[src/rtl/uart_pkg.sv]
// Shared UART frame codes: FSM states, parity modes and stop-length modes.
// Used by uart_tx_frame now and by uart_rx_frame later, so the encodings must stay fixed.
package uart_pkg;

  typedef enum logic [2:0] {
    ST_IDLE   = 3'd0,
    ST_START  = 3'd1,
    ST_DATA   = 3'd2,
    ST_PARITY = 3'd3,
    ST_STOP   = 3'd4
  } uart_state_t;

  localparam logic [1:0] PAR_NONE = 2'b00;
  localparam logic [1:0] PAR_EVEN = 2'b01;
  localparam logic [1:0] PAR_ODD  = 2'b10;

  localparam logic [1:0] STOP_1   = 2'b00;
  localparam logic [1:0] STOP_1P5 = 2'b01;
  localparam logic [1:0] STOP_2   = 2'b10;

  // Code 2'b11 is reserved and behaves as PAR_NONE.
  function automatic logic par_enabled(input logic [1:0] mode);
    return (mode == PAR_EVEN) || (mode == PAR_ODD);
  endfunction

endpackage

[src/rtl/uart_tx_frame_if.sv]
// Host-side handshake of the UART transmitter: write request, data word, frame config and status.
// The host drives through 'master'; the transmitter receives through 'slave'.
interface uart_tx_frame_if #(
  parameter int DBIT = 8
);
  logic            tx_start;
  logic [DBIT-1:0] din;
  logic [1:0]      par_mode;
  logic [1:0]      stop_mode;
  logic            tx_ready;
  logic            tx_busy;
  logic            tx_done_tick;

  modport master (
    output tx_start, din, par_mode, stop_mode,
    input  tx_ready, tx_busy, tx_done_tick
  );

  modport slave (
    input  tx_start, din, par_mode, stop_mode,
    output tx_ready, tx_busy, tx_done_tick
  );
endinterface

[src/rtl/uart_tx_holdreg.sv]
// One-entry data buffer; a write lands one clk after wr_vld && wr_rdy, pop frees it at the next edge.
// Writes while full are dropped; wr_rdy is a flop holding the inverse of the next valid bit.
module uart_tx_holdreg #(
  parameter int DBIT = 8
) (
  input  logic            clk,
  input  logic            reset,
  input  logic            wr_vld,
  input  logic [DBIT-1:0] wr_dat,
  input  logic            pop,
  output logic            rd_vld,
  output logic [DBIT-1:0] rd_dat,
  output logic            wr_rdy
);
  logic vld_d;
  logic wr_ok;

  assign wr_ok = wr_vld & wr_rdy;

  // Pop and write never coincide: writes need the buffer empty, pops need it full.
  always_comb begin
    vld_d = rd_vld;
    if (pop)   vld_d = 1'b0;
    if (wr_ok) vld_d = 1'b1;
  end

  always_ff @(posedge clk) begin
    if (reset) begin
      rd_vld <= 1'b0;
      wr_rdy <= 1'b1;
      rd_dat <= '0;
    end else begin
      rd_vld <= vld_d;
      wr_rdy <= ~vld_d;
      if (wr_ok) rd_dat <= wr_dat;
    end
  end
endmodule

[src/rtl/uart_tx_frame.sv]
// UART transmitter: DBIT data bits, runtime parity/stop, buffered so frames can go out back-to-back.
// tx falls two clks after an idle write is sampled; host throttled by tx_ready (one-entry buffer).
module uart_tx_frame
  import uart_pkg::*;
#(
  parameter int DBIT = 8,
  parameter int OVS  = 16
) (
  input  logic           clk,
  input  logic           reset,
  input  logic           s_tick,
  uart_tx_frame_if.slave host,
  output logic           tx
);
  localparam int TW = $clog2(2 * OVS);
  localparam int BW = (DBIT > 1) ? $clog2(DBIT) : 1;
  localparam logic [TW-1:0] BIT_LAST    = TW'(OVS - 1);
  localparam logic [TW-1:0] STOP15_LAST = TW'(3 * OVS / 2 - 1);
  localparam logic [TW-1:0] STOP2_LAST  = TW'(2 * OVS - 1);
  localparam logic [BW-1:0] DBIT_LAST   = BW'(DBIT - 1);

  uart_state_t     state_q, state_d;
  logic [TW-1:0]   tick_q, tick_d, stop_last;
  logic [BW-1:0]   bit_q, bit_d;
  logic [DBIT-1:0] shreg_q, shreg_d, hold_dat;
  logic [1:0]      pmode_q, pmode_d, smode_q, smode_d;
  logic            par_q, par_d, tx_d, done_q, done_d;
  logic            hold_vld, load;

  uart_tx_holdreg #(.DBIT(DBIT)) u_holdreg (
    .clk    (clk),
    .reset  (reset),
    .wr_vld (host.tx_start),
    .wr_dat (host.din),
    .pop    (load),
    .rd_vld (hold_vld),
    .rd_dat (hold_dat),
    .wr_rdy (host.tx_ready)
  );

  assign host.tx_busy      = (state_q != ST_IDLE);
  assign host.tx_done_tick = done_q;

  always_comb begin
    case (smode_q)
      STOP_1:   stop_last = BIT_LAST;
      STOP_1P5: stop_last = STOP15_LAST;
      default:  stop_last = STOP2_LAST;
    endcase
  end

  always_comb begin
    state_d = state_q;
    tick_d  = tick_q;
    bit_d   = bit_q;
    shreg_d = shreg_q;
    par_d   = par_q;
    pmode_d = pmode_q;
    smode_d = smode_q;
    tx_d    = 1'b1;
    done_d  = 1'b0;
    load    = 1'b0;

    case (state_q)
      ST_IDLE: load = hold_vld;
      ST_START: begin
        tx_d = 1'b0;
        if (s_tick) begin
          tick_d = tick_q + 1'b1;
          if (tick_q == BIT_LAST) begin
            state_d = ST_DATA;
            tick_d  = '0;
            bit_d   = '0;
          end
        end
      end
      ST_DATA: begin
        tx_d = shreg_q[0];
        if (s_tick) begin
          tick_d = tick_q + 1'b1;
          if (tick_q == BIT_LAST) begin
            tick_d  = '0;
            shreg_d = shreg_q >> 1;
            bit_d   = bit_q + 1'b1;
            if (bit_q == DBIT_LAST)
              state_d = par_enabled(pmode_q) ? ST_PARITY : ST_STOP;
          end
        end
      end
      ST_PARITY: begin
        tx_d = par_q;
        if (s_tick) begin
          tick_d = tick_q + 1'b1;
          if (tick_q == BIT_LAST) begin
            state_d = ST_STOP;
            tick_d  = '0;
          end
        end
      end
      ST_STOP: begin
        if (s_tick) begin
          tick_d = tick_q + 1'b1;
          if (tick_q == stop_last) begin
            done_d  = 1'b1;
            tick_d  = '0;
            state_d = ST_IDLE;
            load    = hold_vld;
          end
        end
      end
      default: state_d = ST_IDLE;
    endcase

    // A load from IDLE or from the last stop tick starts the next frame immediately.
    if (load) begin
      state_d = ST_START;
      tick_d  = '0;
      bit_d   = '0;
      shreg_d = hold_dat;
      pmode_d = host.par_mode;
      smode_d = host.stop_mode;
      par_d   = (host.par_mode == PAR_ODD) ? ~(^hold_dat) : ^hold_dat;
    end
  end

  always_ff @(posedge clk) begin
    if (reset) begin
      state_q <= ST_IDLE;
      tick_q  <= '0;
      bit_q   <= '0;
      shreg_q <= '0;
      par_q   <= 1'b0;
      pmode_q <= PAR_NONE;
      smode_q <= STOP_1;
      tx      <= 1'b1;
      done_q  <= 1'b0;
    end else begin
      state_q <= state_d;
      tick_q  <= tick_d;
      bit_q   <= bit_d;
      shreg_q <= shreg_d;
      par_q   <= par_d;
      pmode_q <= pmode_d;
      smode_q <= smode_d;
      tx      <= tx_d;
      done_q  <= done_d;
    end
  end
endmodule

[src/flat_wrapper.sv]
// flat-port wrapper written by rule: the top's interface ports become plain ports
module uart_tx_frame_flat import uart_pkg::*;
#(
  parameter int DBIT = 8,
  parameter int OVS  = 16
)
  (clk, reset, s_tick, tx, host_tx_start, host_din, host_par_mode, host_stop_mode, host_tx_ready, host_tx_busy, host_tx_done_tick);
  uart_tx_frame_if #(.DBIT(DBIT)) host_i ();
  input  logic clk;
  input  logic reset;
  input  logic s_tick;
  output logic tx;
  input wire logic [$bits(host_i.tx_start)-1:0] host_tx_start;
  input wire logic [$bits(host_i.din)-1:0] host_din;
  input wire logic [$bits(host_i.par_mode)-1:0] host_par_mode;
  input wire logic [$bits(host_i.stop_mode)-1:0] host_stop_mode;
  output wire logic [$bits(host_i.tx_ready)-1:0] host_tx_ready;
  output wire logic [$bits(host_i.tx_busy)-1:0] host_tx_busy;
  output wire logic [$bits(host_i.tx_done_tick)-1:0] host_tx_done_tick;
  assign host_i.tx_start = host_tx_start;
  assign host_i.din = host_din;
  assign host_i.par_mode = host_par_mode;
  assign host_i.stop_mode = host_stop_mode;
  assign host_tx_ready = host_i.tx_ready;
  assign host_tx_busy = host_i.tx_busy;
  assign host_tx_done_tick = host_i.tx_done_tick;
  uart_tx_frame #(.DBIT(DBIT), .OVS(OVS)) u_core (.clk(clk), .reset(reset), .s_tick(s_tick), .host(host_i), .tx(tx));
endmodule
[config.mk]
export PLATFORM = sky130hd
export DESIGN_NAME = uart_tx_frame_flat
export DESIGN_NICKNAME = d
export VERILOG_FILES = /design/src/rtl/uart_pkg.sv /design/src/rtl/uart_tx_frame_if.sv /design/src/rtl/uart_tx_holdreg.sv /design/src/rtl/uart_tx_frame.sv /design/src/flat_wrapper.sv
export SDC_FILE = /design/constraint.sdc
export NUM_CORES = 1
export LEC_CHECK = 0
export ABC_AREA = 1
export CAP_MARGIN = 30
export CORE_MARGIN = 2
export CORE_UTILIZATION = 35
export DETAILED_ROUTE_END_ITERATION = 10
export PLACE_DENSITY = 0.63
export SLEW_MARGIN = 0
export SYNTH_ARGS = -nofsm -noshare
export SYNTH_HDL_FRONTEND = slang
export SYNTH_HIERARCHICAL = 1
export SYNTH_SLANG_ARGS = --single-unit
[constraint.sdc]
create_clock -name clk -period 3.3 [get_ports clk]
set_input_delay 0.33 -clock clk [delete_from_list [all_inputs] [get_ports clk]]
set_output_delay 0.33 -clock clk [all_outputs]
set_load 0.02 [all_outputs]
# ---- Word-level counts from Yosys, hierarchy flattened
# Index checks and enable logic that the tools add are counted.
dict set report totals {
  ff_bits 36
  in_bits 16
  out_inout_bits 4
  word_cells 105
}
dict set report classes {
  addsub 2
  n_eq_ne 31
  muxes 35
  bitwise 6
  n_reduce_logical 18
}
# operator count
set op_table {}
lappend op_table {{$mux W3} 14}
lappend op_table {{$mux W8} 4}
lappend op_table {{$mux W5} 4}
lappend op_table {{$pmux W5 S2} 2}
lappend op_table {{$reduce_and A10 Y1} 2}
lappend op_table {{$ne A3 B1 Y1 const B} 5}
lappend op_table {{$pmux W3 S5} 1}
lappend op_table {{$ne A2 B1 Y1 const B} 7}
lappend op_table {{$ne A3 B2 Y1 const B} 4}
lappend op_table {{$reduce_bool A2 Y1} 5}
lappend op_table {{$ne A2 B2 Y1 const B} 4}
lappend op_table {{$reduce_xor A8 Y1} 1}
lappend op_table {{$mux W1} 7}
lappend op_table {{$eq A3 B2 Y1 const B} 2}
lappend op_table {{$eq A3 B3 Y1 const B} 2}
lappend op_table {{$pmux W3 S2} 1}
lappend op_table {{$reduce_and A3 Y1} 2}
lappend op_table {{$reduce_or A3 Y1} 2}
lappend op_table {{$add A5 B1 Y5 const B} 1}
lappend op_table {{$eq A5 B4 Y1 const B} 1}
lappend op_table {{$eq A5 B5 Y1} 1}
lappend op_table {{$not A1 Y1} 5}
lappend op_table {{$reduce_and A5 Y1} 1}
lappend op_table {{$eq A2 B1 Y1 const B} 2}
lappend op_table {{11 further kinds} 12}

# ---- Depth between registers and ports, before layout
# Gate-level depths: netlist of run 1.
dict set report logic_depth {
  ltp_word 9
  ltp_mapped 12
  mapped_depth_nobuf 12
}

# ---- Cells and area by module
# The synthesis of run 1 kept the hierarchy.
# module n_inst cells_per_inst area_per_inst_um2 seq_area_each_um2
set by_module_without_submodules {}
lappend by_module_without_submodules {uart_tx_frame 1 228 1541.5 520.5}
lappend by_module_without_submodules {uart_tx_holdreg 1 58 390.4 200.2}

# ---- Least setup slack after synthesis of run 1
# OpenSTA, ideal clock, no wires.
dict set report synth_timing {
  path_kind {register to register}
  from {reg u_core.tick_q[0]}
  to {reg u_core.state_q[0]}
  setup_ns 0.117
  arrival_ns 1.536
  required_time_ns 3.183
  slack_ns 1.647
  path_stages_with_launch 12
  n_path_buf 0
  synth_period_minus_slack_ns 1.653
  path_cell_list {dfxtp_1 ha_1 nand2_1 nor2_2 ha_1 nand3_1 nand2_1 nand2_1 a21oi_1 nand3_1 nand2_1 nor2_1}
}
dict set report synth_between {
  elab_chain_len 6
  elab_cells_between_ends 17
  cone_classes {eq/ne (12); mux (4); reduce/logical (1)}
}
# element line_no
set synth_rtl {}
lappend synth_rtl {{from (decl)} uart_tx_frame.sv:23} ;# logic [TW-1:0] tick_q, tick_d, stop_last;
lappend synth_rtl {{from (signal assigned)} uart_tx_frame.sv:139} ;# tick_q <= tick_d;
lappend synth_rtl {{$eq A5 B5 Y1} uart_tx_frame.sv:103} ;# if (tick_q == stop_last) begin
lappend synth_rtl {{$mux W1} uart_tx_frame.sv:103}
lappend synth_rtl {{$mux W1} uart_tx_frame.sv:101} ;# if (s_tick) begin
lappend synth_rtl {{$pmux W1 S2} uart_tx_frame.sv:64} ;# case (state_q)
lappend synth_rtl {{$ne A3 B1 Y1 (no source line), or another cell as far along} n/a}
lappend synth_rtl {{$reduce_and A10 Y1 (no source line)} n/a}
lappend synth_rtl {{to (signal assigned)} uart_tx_frame.sv:138} ;# state_q <= state_d;
lappend synth_rtl {{to (decl)} uart_tx_frame.sv:22} ;# uart_state_t state_q, state_d;
# Several ways; a longest one is shown, not always the timed one.
# A chain may end at the register's enable or synchronous reset.

# ---- Final worst setup path of run 1
dict set report layout_timing {
  from {reg u_core.state_q[0]}
  to {out host_tx_busy}
}
dict set report layout_between {
  elab_chain_len 1
}
# element line_no
set layout_rtl {}
lappend layout_rtl {{$reduce_bool A3 Y1} uart_tx_frame.sv:41} ;# assign host.tx_busy = (state_q != ST_IDLE);
lappend layout_rtl {{to (decl)} flat_wrapper.sv:18} ;# output wire logic [$bits(host_i.tx_busy)-1:0] host_tx_busy;
# No other way between the ends.

==> summary.md, run 1 <==
| Metric | Value |
|---|---|
| Final #Nets | `328` |
| Synthesized instance count | `286` |
| GP Congestion | `0.9548` |
| Antenna diodes | `0` |
| Clock-pin slew on the worst setup and hold paths | `0.07 ns` |
| Worst EP required | `2.97 ns` |
| Final slew viol count | `0` |
| Buffer type at the clock tree root | `clkbuf_8` |
| Synth Area in XOR/XNOR | `3.174%` |
| RSZ-0062 raised after global routing | `no` |
| Final TNS setup | `0 ns` |
| Min-delay worst type | `flip-flop to flip-flop` |
| Share of layout cells above drive strength 1 | `8.143%` |
| Cells after DPL | `372` |
| Yosys top cell area share | `37.31%` |
| Most frequent cell after synthesis | `nand2_1` |
| Period utilisation layout | `61.35%` |
| Post-route ant nets | `0` |
| Mux cell area share after synthesis | `0%` |
| Clk_lat worst skew | `0.28 ns` |
| Adder-Cell Fraction of Synth Area | `3.238%` |
| Final Cell Area | `2266 µm²` |
| Initial Util | `35.74%` |
| Slew Limit Headroom | `70.10%` |
| Largest net degree at the start of global routing | `23` |
| Most common library cells after synthesis | `86 x nand2_1, 36 x dfxtp_1, 35 x inv_1` |
| Top post-synthesis cells by area | `dfxtp_1 37%, nand2_1 17%, inv_1 6.8%` |
| Launch point of the worst reg-to-reg path | `u_core/tick_q[0]` |
| Core footprint | `5405 µm²` |
| Pre-CTS setup slack | `1.354 ns` |
| Detailed-route via count | `1719` |
| Initial DRC Count | `83` |
| Setup-failing EPs final | `0` |
| Leak | `0.0009951 µW` |
| Overall routing resource usage | `13.11%` |
| Fmax | `493.9 MHz` |
| Initial antenna violation count | `0` |
| Mean Syn Cell Area | `6.755 µm²` |
| Pre-antenna DRT Iters | `5` |
| Setup CP Type | `flip-flop to output port` |
| Port bufs | `19` |
| EDFF count, synth | `0` |
| Syn Nets | `307` |
| Post-CTS Setup Repair Bufs | `0` |
| Post-synth top area cell | `dfxtp_1` |
| First-pass GRT wire length | `6.527 mm` |
| Mean routed wirelength per cell | `9.723 µm` |
| R2R Path End | `u_core/bit_q[0]` |
| Largest family of logic cells by synthesized area | `simple AND/OR/NAND/NOR gates` |
| Width of the die | `78.30 µm` |
| Area delta synth->final | `17.29%` |
| Slew @ Worst Pin | `0.4472 ns` |
| Type of destination of the critical path | `output port` |
| Hold Path Origin | `u_core/bit_q[2]` |
| WL final | `3.685 mm` |
| Area of the die | `6130 µm²` |
| Num CTS Buffers | `5` |
| Async set or reset register ratio after synthesis | `0%` |
| Hold Path Stages | `2` |
| Vias per cell | `4.536` |
| HPWL after detailed placement | `2.720 mm` |
| Vias in the first global route | `1516` |
| DRC errors left | `0` |
| Max-cap violations | `0` |
| Final std cells w/o fill | `379` |
| Clk sinks | `36` |
| H-Tree Depth | `2` |
| DP Area | `2170 µm²` |
| Max clock buf depth | `2` |
| Synth Area in Compound Gates | `8.873%` |
| Synth warnings | `6` |
| Number of hold buffers added after CTS | `0` |
| # IOs | `20` |
| Synth Area in Simple Gates | `37.44%` |
| Critical Path Source Type | `flip-flop` |
| WHS | `0.4738 ns` |
| Cell Rows | `27` |
| Register area share after synthesis | `37.31%` |
| PD cells | `435.6 nW/µm²` |
| Internal reg-to-reg setup slack | `1.39 ns` |
| Clock Skew | `0.006000 ns` |
| Synth unique cells | `30` |
| Dominant synthesized flop cell | `dfxtp_1` |
| GRT Residual Overflow | `0` |
| CTS tree | `done` |
| Cts repair resizes | `0` |
| Worst-path fanout max | `6` |
| Status | `completed` |
| FF-to-FF path depth | `9` |
| Post-route setup slack | `1.275 ns` |
| VDD IR max | `244.7 µV` |
| Hold EP | `u_core/bit_q[2]` |
| CP arrival | `1.69 ns` |
| Final hold violations | `0` |
| #FFs+latches synth | `36` |
| Min cycle time layout | `2.025 ns` |
| Mapped Area | `1932 µm²` |
| Die Ht | `78.30 µm` |
-- power breakdown --
| group | internal (µW) | total [µW] | switching (µW) |
|---|---|---|---|
| clock network | 186 | 335 | 149 |
| registers | 463 | 488 | 25.0 |
| logic | 71.6 | 163 | 91.9 |
-- sequential cells by signal (all words and copies together), names as in the netlist --
name / count
u_core/host.tx_done_tick: 1
u_core/pmode_q: 2
u_core/state_q: 3
u_core/tick_q: 5
u_core/u_holdreg/rd_dat: 8
u_core/shreg_q: 8
u_core/tx: 1
u_core/smode_q: 2
u_core/u_holdreg/rd_vld: 1
u_core/par_q: 1
u_core/bit_q: 3
u_core/u_holdreg/wr_rdy: 1
-- layer usage --
metal  vias up  track usage, %  part of all wire, %
met5         -               0                    0
met2        47           22.07                   46
li1        928               -                    -
met1       740           16.34                   48
met3         4           3.793                  5.4
met4         0           3.684                 0.79
-- worst max path at each step --
stage / startpoint / slack (ns) / depth (start not counted) / endpoint
6_report: u_core/state_q[0] / 1.28 / 3 / host_tx_busy
4_1_cts: u_core/state_q[0] / 1.26 / 3 / host_tx_busy
3_5_place_dp: s_tick / 1.35 / 8 / u_core/tick_q[4]
2_1_floorplan: u_core/tick_q[0] / 1.65 / 11 / u_core/state_q[0]
5_1_grt: u_core/tick_q[1] / 1.19 / 11 / u_core/state_q[0]
3_3_place_gp: s_tick / 1.37 / 8 / u_core/tick_q[2]
-- kinds of logic (layout without fill, tap and decap cells) --
family | Yosys count | count (layout)
AO/OA/AOI/OAI | 31 | 31
XOR/XNOR | 7 | 7
adder cells (fa/ha/maj) | 5 | 5
buffers and inverters | 45 | 66
flip-flops | 36 | 36
AND/OR/NAND/NOR | 162 | 162
-- cells in the final DEF (no fill, tap or decap), types with 2 or more instances in the layout --
cell             count
nand4_1              3
nand2_1             86
inv_2                4
o21ai_0              8
xor2_1               3
clkdlybuf4s50_1     19
dfxtp_1             36
nand3_1             23
nor2_1              31
xnor2_1              4
ha_1                 5
nand2_4              2
inv_1               35
clkbuf_8             7
nand2_2              4
a21oi_1             20
nor2_2               3
nor2_4               2
nand2b_1             2
-- metrics by stage --
stage	util (%)	power [µW]
2_1_floorplan	-	618.6
3_3_place_gp	40.14	660.7
3_5_place_dp	40.14	662.5
4_1_cts	41.92	1002
5_1_grt	41.92	1046
6_report	41.92	987.0
-- layout make-up --
cell class | instances | area (µm²)
Inverter | 40 | 150.1
Multi-Input combinational cell | 205 | 1018
Timing Repair Buffer | 19 | 190.2
Fill cell | 584 | 3139
Tap cell | 72 | 90.09
Sequential cell | 36 | 720.7
Clock buffer | 7 | 96.34
-- worst max-delay path: stages (launching register included) --
cell and delay, ns:
dfxtp_1 0.46, nor2_2 0.09, nand2_1 0.21, clkdlybuf4s50_1 0.65
Note: power is estimated with default switching activity, not from simulation.
==> inputs of run 2 (changes only) <==
Settings changed: PLACE_DENSITY 0.63 to 0.65.
Clock period 3.3 ns to 1.6 ns, I/O delays scaled along.
==> run 2 against run 1 <==
  * Wire length grew 12%
  * Power up 120%
  * Setup slack got worse by 1.3 ns
  * Critical path depth rose by 9
  * Non-clock buffer count is 19 higher
  * Critical path type is now flip-flop to flip-flop
  * Combinational power increased by 150%
  * Die area is the same
  * Count of clock-buffer cells in the layout fell by 1
  * Global-route usage grew 1.1 points
  * Critical endpoint is now u_core/shreg_q[0]
  * Final cell count grew 5.3%
  * Hold slack worse by 0.030 ns
  * Sequential power grew 110%
  * Highest routed layer unchanged
==> summary.md, run 2 (synthesized netlist as in run 1, its figures left out) <==
| Metric | Value |
|---|---|
| Worst-path fanout max | `8` |
| Setup-failing EPs final | `0` |
| GRT Residual Overflow | `0` |
| Cell at the slowest stage of the critical path | `dfxtp_2` |
| Clk sinks | `36` |
| Leak | `0.001137 µW` |
| WL final | `4.115 mm` |
| Initial antenna violation count | `0` |
| HPWL after detailed placement | `2.913 mm` |
| Most frequent cells in the layout | `76 x nand2_1, 34 x inv_1, 32 x dfxtp_1, 31 x nor2_1, 20 x nand3_1` |
| Worst EP required | `1.83 ns` |
| # IOs | `20` |
| Post-route ant nets | `0` |
| Cells after DPL | `389` |
| Worst path cell trace | `ha_4 > nand2_4 > nor2_4 > nand2_2 > nand2_2 > nand3_4 > nand2_4 > nand2_8 > buf_12 > nand2_1 > nand2_1 > a21oi_1` |
| Type of destination of the critical path | `flip-flop` |
| Pre-antenna DRT Iters | `4` |
| Hold Path Stages | `3` |
| Vias per cell | `4.524` |
| Filler cells | `566` |
| Pint | `1608 µW` |
| Critical Path Source Type | `flip-flop` |
| Detailed-route via count | `1805` |
| VDD IR max | `509.4 µV` |
| Max clock buf depth | `2` |
| Worst Path Buf+Inv | `1` |
| Commonest non-fill, non-tap cell in the layout | `nand2_1` |
| Sw power | `598.0 µW` |
| Port bufs | `19` |
| Reg power frac | `45.7%` |
| Width of the die | `78.30 µm` |
| Area of the die | `6130 µm²` |
| Final hold violations | `0` |
| Fmax | `633.2 MHz` |
| Pre-CTS setup slack | `-0.1038 ns` |
| Mean routed wirelength per cell | `10.31 µm` |
| Share of layout cells above drive strength 1 | `21.41%` |
| Clock-pin slew on the worst setup and hold paths | `0.07 ns` |
| Overall routing resource usage | `14.17%` |
| Buffer type at the clock tree root | `clkbuf_8` |
| Final #Nets | `347` |
| Slew Limit Headroom | `69.77%` |
| FF-to-FF path depth | `12` |
| Final core utilization | `47.62%` |
| Initial Util | `35.74%` |
| Sw frac | `27.11%` |
| First-pass GRT wire length | `6.872 mm` |
| Core footprint | `5405 µm²` |
| Num CTS Buffers | `5` |
| Initial DRC Count | `91` |
| DRC errors left | `0` |
| CP top delay family | `simple AND/OR/NAND/NOR gates` |
| Die Ht | `78.30 µm` |
| Max-cap violations | `0` |
| Clock Skew | `0.005755 ns` |
| PD cells | `857.2 nW/µm²` |
| Period utilisation layout | `98.70%` |
| Area delta synth->final | `33.23%` |
| Post-route setup slack | `0.02074 ns` |
| Clk_lat worst skew | `0.29 ns` |
| Final slew viol count | `0` |
| GP Congestion | `0.8703` |
| Slew @ Worst Pin | `0.4528 ns` |
| Min cycle time layout | `1.579 ns` |
| Final std cells w/o fill | `399` |
| Cell Rows | `27` |
| Antenna diodes | `0` |
| RSZ-0062 raised after global routing | `yes` |
| Comb power frac | `18.4%` |
| CP arrival | `1.81 ns` |
| Max incr delay on CP | `0.35 ns` |
| Largest net degree at the start of global routing | `18` |
| Vias in the first global route | `1574` |
| Clock share of power | `35.9%` |
| Status | `completed` |
| H-Tree Depth | `2` |
| Worst path depth | `12` |
| CTS tree | `done` |
| Setup CP Type | `flip-flop to flip-flop` |
| Min-delay worst type | `input pin to flip-flop` |
| Biggest regs | `u_core/shreg_q x8, u_core/u_holdreg/rd_dat x8, u_core/tick_q x5` |
run 2: changes by cell type in the layout (fill, tap and decap cells not counted), sizes merged:
| cell | delta |
|---|---|
| buf | +18 |
| bufinv | +1 |
| clkdlybuf4s50 | -1 |
| clkinv | +1 |
| dlygate4sd2 | +1 |
run 2: power by group through the flow:
stage	sequential (µW)	clock, µW	combinational (µW)
floorplan	1020	0	260
global placement	1020	0	372
detailed placement	1030	0	374
CTS	1010	810	377
global route	1010	848	460
finish	1010	792	407
run 2: layer usage:
layer	GRT usage, %	wire (µm)	vias up
met5	0	0	-
met4	5.965	77	0
met3	4.138	174	8
met2	22.24	1926	39
met1	18.18	1937	787
li1	-	-	971
run 2: repair_timing:
action	in CTS	in global routing
pin swaps	4	7
endpoints found under the setup margin	12	19
gates resized for setup	9	21
hold buffers	0	0
setup buffers	0	1
cloned	0	1
run 2: layout make-up:
class | instances | area (µm²) | area share (%)
tap | 72 | 90.09 | 3.500
timing repair buffer | 38 | 365.4 | 14.20
multi-input combinational | 205 | 1132 | 44.00
inverter | 40 | 150.1 | 5.834
sequential | 36 | 728.2 | 28.29
clock inverter | 2 | 35.03 | 1.361
clock buffer | 6 | 72.57 | 2.820
run 2: worst register-to-register path, stage by stage, from the launching register on:
cell and delay (ns):
dfxtp_2 0.35, ha_4 0.16, nand2_4 0.06, nor2_4 0.13
nand2_2 0.07, nand2_2 0.08, nand3_4 0.10, nand2_4 0.11
nand2_8 0.08, buf_12 0.16, nand2_1 0.05, nand2_1 0.04
a21oi_1 0.12
run 2: path summary, 6_finish.rpt:
path / startpoint / slack (ns) / endpoint
setup / recovery: u_core/tick_q[1] / 0.02 / u_core/shreg_q[0]
hold reg to reg: u_core/bit_q[1] / 0.47 / u_core/bit_q[1]
hold / removal: host_din[3] / 0.44 / u_core/u_holdreg/rd_dat[3]
setup reg to reg: u_core/tick_q[1] / 0.02 / u_core/shreg_q[0]
run 2: through the flow:
stage	setup TNS [ns]	area [µm²]	hold WS [ns]	power, µW
after floorplan	0	1946	0.2949	1276
final	0	2574	0.4436	2206
after global placement	-0.09478	2323	0.4562	1395
after detailed placement	-0.6150	2323	0.4625	1401
after global routing	-1.056	2574	0.4463	2322
after CTS	0	2464	0.4406	2194
